## src/rtl/sw_frame_responder.sv

```systemverilog
// Switch-side frame consumer: pops request frames from the per-switch FIFO,
// executes them against a local register bank and returns a tagged response.
module sw_frame_responder #(
    parameter int W_WIDTH     = 8,
    parameter int FRAME_WIDTH = 32,
    parameter int NUM_REGS    = 32
) (
    input  logic                   clk,
    input  logic                   rst_n,
    input  logic                   fifo_empty,
    output logic                   fifo_rd_en,
    input  logic [FRAME_WIDTH-1:0] fifo_data,
    output logic                   resp_valid,
    input  logic                   resp_ready,
    output logic [7:0]             resp_op_id,
    output logic                   resp_wr_rd,
    output logic [W_WIDTH-1:0]     resp_data,
    output logic                   resp_err,
    output logic                   busy,
    output logic [7:0]             err_cnt
);

    localparam int AW = (NUM_REGS > 1) ? $clog2(NUM_REGS) : 1;

    typedef enum logic [2:0] {
        IDLE = 3'd0,
        POP  = 3'd1,
        CAP  = 3'd2,
        EXEC = 3'd3,
        RESP = 3'd4
    } state_t;

    state_t                   state_r;
    state_t                   state_s;
    logic [FRAME_WIDTH-1:0]   frame_r;
    logic [W_WIDTH-1:0]       regs_r [NUM_REGS];
    logic [7:0]               resp_op_id_r;
    logic                     resp_wr_rd_r;
    logic [W_WIDTH-1:0]       resp_data_r;
    logic                     resp_err_r;
    logic [7:0]               err_cnt_r;

    logic [4:0]               addr_s;
    logic [AW-1:0]            idx_s;
    logic                     wr_rd_s;
    logic [W_WIDTH-1:0]       wdata_s;
    logic                     err_s;
    logic [W_WIDTH-1:0]       rdata_s;

    // Reserved bits must be clear and the address must hit an implemented register.
    function automatic logic frame_illegal(input logic [FRAME_WIDTH-1:0] f);
        logic [4:0] a;
        a = f[21:17];
        return (int'(a) >= NUM_REGS) || (f[FRAME_WIDTH-1:22] != '0);
    endfunction

    // Fit the 8-bit frame data field to the register width.
    function automatic logic [W_WIDTH-1:0] fit_wdata(input logic [7:0] b);
        logic [W_WIDTH-1:0] r;
        r = '0;
        for (int i = 0; (i < W_WIDTH) && (i < 8); i++) begin
            r[i] = b[i];
        end
        return r;
    endfunction

    assign addr_s  = frame_r[21:17];
    assign idx_s   = addr_s[AW-1:0];
    assign wr_rd_s = frame_r[16];
    assign wdata_s = fit_wdata(frame_r[15:8]);
    assign err_s   = frame_illegal(frame_r);

    // Read port of the bank; illegal frames return zero.
    always_comb begin
        rdata_s = '0;
        if (!err_s) begin
            rdata_s = regs_r[idx_s];
        end else begin
            rdata_s = '0;
        end
    end

    // Next-state logic for the pop / capture / execute / respond sequence.
    always_comb begin
        state_s = state_r;
        case (state_r)
            IDLE: begin
                if (!fifo_empty) begin
                    state_s = POP;
                end else begin
                    state_s = IDLE;
                end
            end
            POP:  state_s = CAP;
            CAP:  state_s = EXEC;
            EXEC: state_s = RESP;
            RESP: begin
                if (resp_ready) begin
                    state_s = IDLE;
                end else begin
                    state_s = RESP;
                end
            end
            default: state_s = IDLE;
        endcase
    end

    // State register.
    always_ff @(posedge clk or negedge rst_n) begin
        if (!rst_n) begin
            state_r <= IDLE;
        end else begin
            state_r <= state_s;
        end
    end

    // Frame capture, response registers and saturating illegal-frame counter.
    always_ff @(posedge clk or negedge rst_n) begin
        if (!rst_n) begin
            frame_r      <= '0;
            resp_op_id_r <= 8'd0;
            resp_wr_rd_r <= 1'b0;
            resp_data_r  <= '0;
            resp_err_r   <= 1'b0;
            err_cnt_r    <= 8'd0;
        end else begin
            if (state_r == CAP) begin
                frame_r <= fifo_data;
            end
            if (state_r == EXEC) begin
                resp_op_id_r <= frame_r[7:0];
                resp_wr_rd_r <= wr_rd_s;
                resp_err_r   <= err_s;
                if (err_s) begin
                    resp_data_r <= '0;
                    if (err_cnt_r != 8'hFF) begin
                        err_cnt_r <= err_cnt_r + 8'd1;
                    end
                end else if (wr_rd_s) begin
                    resp_data_r <= wdata_s;
                end else begin
                    resp_data_r <= rdata_s;
                end
            end
        end
    end

    // Register bank; written only by a legal write in EXEC.
    always_ff @(posedge clk or negedge rst_n) begin
        if (!rst_n) begin
            for (int i = 0; i < NUM_REGS; i++) begin
                regs_r[i] <= '0;
            end
        end else begin
            if ((state_r == EXEC) && wr_rd_s && !err_s) begin
                regs_r[idx_s] <= wdata_s;
            end
        end
    end

    assign fifo_rd_en = (state_r == POP);
    assign resp_valid = (state_r == RESP);
    assign busy       = (state_r != IDLE);
    assign resp_op_id = resp_op_id_r;
    assign resp_wr_rd = resp_wr_rd_r;
    assign resp_data  = resp_data_r;
    assign resp_err   = resp_err_r;
    assign err_cnt    = err_cnt_r;

endmodule

```

## config.mk

```make
export PLATFORM = sky130hd
export DESIGN_NAME = sw_frame_responder
export DESIGN_NICKNAME = d
export VERILOG_FILES = /design/src/rtl/sw_frame_responder.sv
export SDC_FILE = /design/constraint.sdc
export NUM_CORES = 1
export LEC_CHECK = 0
export CAP_MARGIN = 20
export CORE_ASPECT_RATIO = 0.9
export CORE_MARGIN = 2
export CORE_UTILIZATION = 55
export CTS_CLUSTER_SIZE = 10
export DETAILED_ROUTE_END_ITERATION = 10
export HOLD_SLACK_MARGIN = 0.02
export PLACE_DENSITY_LB_ADDON = 0.12
export RECOVER_POWER = 50
export SYNTH_ARGS = -nofsm -noshare
export SYNTH_HDL_FRONTEND = slang
export SYNTH_SLANG_ARGS = --single-unit
```

## constraint.sdc

```tcl
create_clock -name clk -period 7.35 [get_ports clk]
set_input_delay 2.205 -clock clk [delete_from_list [all_inputs] [get_ports clk]]
set_output_delay 2.205 -clock clk [all_outputs]
set_load 0.01 [all_outputs]
```

==> impl_metrics.csv <==
group,metric,value,unit
outcome,status,"finished with violations",
outcome,violations,"max-capacitance violations, max-slew violations",
timing,fin_skew,0.02453,ns
critical_path,path_buf_inv,1,
synth,synth_top_area_cell,"dfrtp_1",
critical_path,endpoint,"regs_r[64]",
timing,fmax,216.5,MHz
timing,finalSetupViolations,0,
global_route,grt_max_degree,173,
power_and_ir_drop,powerDensity,310.2,nW/um2
finish,layout_common_cells,"dfrtp_1, mux2_2, mux2i_1",
routing,drt_pass1_iterations,5,
synth,yosysUniqueCellTypes,55,
critical_path,critPathLaunchType,"flip-flop",
global_route,grt_first_pass_wirelength,53980,um
timing,tightestPinTransition,2.547,ns
synth,synthMuxAreaShare,32.20,%
critical_path,worstRegToRegCells,5,
synth,syn_avg_cell_area,14.43,um2
timing,rsz0062_at_grt,"no",
finish,n_antenna_cell,0,
hold_path,min_path_type,"reg -> reg",
critical_path,critical_path_class,"reg -> reg",
routing,wl,34200,um
place,place_ws,3.694,ns
timing,totalNegativeSetupSlack,0,ns
synth,synth-xor-area-share,0.4266,%
critical_path,reg2reg_slack,2.73,ns
synth,synth_top_family_by_area,"multiplexers",
floorplanning,start_util,55.58,%
floorplanning,rows,56,
finish,final_cells,1413,
clocking,hold_buffers,0,
place,hpwl,21910,um
critical_path,r2r_start,"frame_r[18]",
place,post-place-cells,1369,
clocking,htree_levels,2,
clocking,clk_latency,0.52,ns
power_and_ir_drop,vdd_drop_max,280.3,uV
floorplanning,die-width,174.4,um
floorplanning,core_area,25850,um2
timing,setup_slack,2.731,ns
hold_path,min_path_cells,2,
power_and_ir_drop,power.leakage,7.597,nW
synth,synthSimpleGateAreaFrac,6.747,%
global_route,track_usage,25.92,%
synth,synth_cells,996,
critical_path,startpoint,"frame_r[18]",
routing,wl_per_cell,24.20,um
timing,post-route-period-util,62.84,%
synth,synthTopCellsByArea,"dfrtp_1, mux2_2, mux2i_1",
finish,layout-drive-gt1-share,36.71,%
floorplanning,die_h,157.4,um
critical_path,crit_slowest_cell,"clkbuf_1",
finish,area_delta_synth_final,12.86,%
clocking,cts_buffer_depth,3,
critical_path,cp_max_fo,42,
timing,finalHoldViolCount,0,
synth,netlist.area_leader.share,55.20,%
critical_path,cp.depth,5,
clocking,post-cts-setup-buffer-count,0,
timing,hold_ws,0.4588,ns
place,io_buffers,64,
critical_path,cp_cell_sequence,"clkbuf_1 -> and3_1 -> nand3_1 -> nor2_1 -> mux2_2",
routing,via_count,8657,
synth,synth_ff_type,"dfrtp_1",
flow_run,maxCapViolCount,1,
synth,ys_seq_elements,317,
clocking,cts_root_buffer,"clkbuf_16",
global_route,gr-total-overflow,0,
critical_path,worstReg2RegEnd,"regs_r[64]",
synth,synth_nets,1033,
synth,synthAdderAreaFrac,0.08706,%
timing,fin_crit,4.619,ns
critical_path,crit_family,"buffers and inverters",
synth,yosys_warnings,0,
routing,ant_nets,0,
finish,final_common_cell,"dfrtp_1",
global_route,grt_pass1_vias,8969,
global_route,antenna_found_initial,0,
synth,synth_compound_area_share,3.683,%
floorplanning,dieArea,27440,um2
routing,via_per_inst,6.127,
timing,drv_slew,43,
clocking,cts_tree,"built",
synth,async_reset_ff_share,100.0,%
clocking,cts_sinks,317,
finish,nNetsFinal,1097,
routing,drc,0,
power_and_ir_drop,finalPower,5.031,mW
clocking,clkTransAtPathRegs,0.05,ns
critical_path,setup.worst_path.end_class,"flip-flop",
critical_path,required,7.74,ns
synth,synth_enable_flop_cells,0,
synth,yosysSeqAreaShare,55.20,%
place,gp_congestion,0.8884,
critical_path,cp_data_arrival_time,5.01,ns
routing,drtIter0Drc,648,
timing,slew_headroom,-69.78,%
floorplanning,io_pins,65,
clocking,cts-resized-gates,0,
critical_path,slowest_delay,1.84,ns
clocking,numCtsBuffers,37,
synth,synth_area,14370,um2
==> registers in the layout, indices dropped and copies added, names as in the netlist <==
signal and cells:
resp_op_id 8, frame_r 32, regs_r 256, err_cnt 8, state_r 3, resp_wr_rd 1, resp_data 8, resp_err 1
==> tightest hold or removal path: cells and delay by family (launching register included) <==
kind,cells,cell delay [ns]
simple gates,2,0.09
flops,1,0.34
==> Yosys cell counts (4+ instances only) <==
cell type and instances:
mux2_2 286, nand3_1 9, nand4b_1 5, and3_1 4, a32o_1 4, o22ai_1 31, nor2_1 7, xnor2_1 6
nor2_2 24, nor4_1 4, a221oi_1 4, o21ai_0 10, clkbuf_1 38, a2bb2oi_1 4, nand4_1 4, nor2_8 8
dfrtp_1 317, mux2i_1 73, nand2_1 38, nor2b_1 4, nor3_1 8, mux4_2 29, buf_2 5, nand2b_1 4
buf_1 16, a22oi_1 7
==> per-layer routing <==
metal / global-route usage, % / part of all wire, % / vias up
met5: 0 / 0 / -
met4: 6.683 / 2.3 / 0
met3: 4.517 / 5.5 / 60
met2: 40.97 / 46 / 237
met1: 37.49 / 46 / 4558
li1: - / - / 3802
==> cell families after synthesis <==
group | Yosys count
mux | 390
simple gates | 143
buf+inv | 62
compound gates | 76
flops | 317
xor+xnor | 7
fa+ha+maj | 1
==> where the power goes <==
| group | switching, mW | internal (mW) | total [mW] |
|---|---|---|---|
| registers | 0.218 | 1.89 | 2.11 |
| logic | 0.792 | 0.539 | 1.33 |
| clock network | 0.656 | 0.938 | 1.59 |
| total | 1.67 | 3.36 | 5.03 |
==> worst min path at each step <==
stage | startpoint | to | slack (ns)
CTS | frame_r[7] | resp_op_id[7] | 0.46
detailed placement | frame_r[7] | resp_op_id[7] | 0.45
finish | frame_r[7] | resp_op_id[7] | 0.46
global route | frame_r[7] | resp_op_id[7] | 0.48
floorplan | frame_r[0] | resp_op_id[0] | 0.43
global placement | frame_r[6] | resp_op_id[6] | 0.44
==> final cells by class <==
| cell class | instances | area, um2 |
|---|---|---|
| Clock buffer | 43 | 991.0 |
| Multi-Input combinational cell | 617 | 6023 |
| Fill cell | 1956 | 9635 |
| Timing Repair Buffer | 84 | 813.3 |
| Sequential cell | 317 | 7936 |
| Tap cell | 348 | 435.4 |
| Clock inverter | 1 | 8.758 |
| Inverter | 3 | 11.26 |
==> metrics by stage <==
stage / utilization [%] / area [um2]
finish: 62.73 / 16220
global route: 62.73 / 16220
CTS: 63.53 / 16420
detailed placement: 59.66 / 15420
global placement: 59.55 / 15400
floorplan: - / 14370
(Power assumes the default switching activity.)
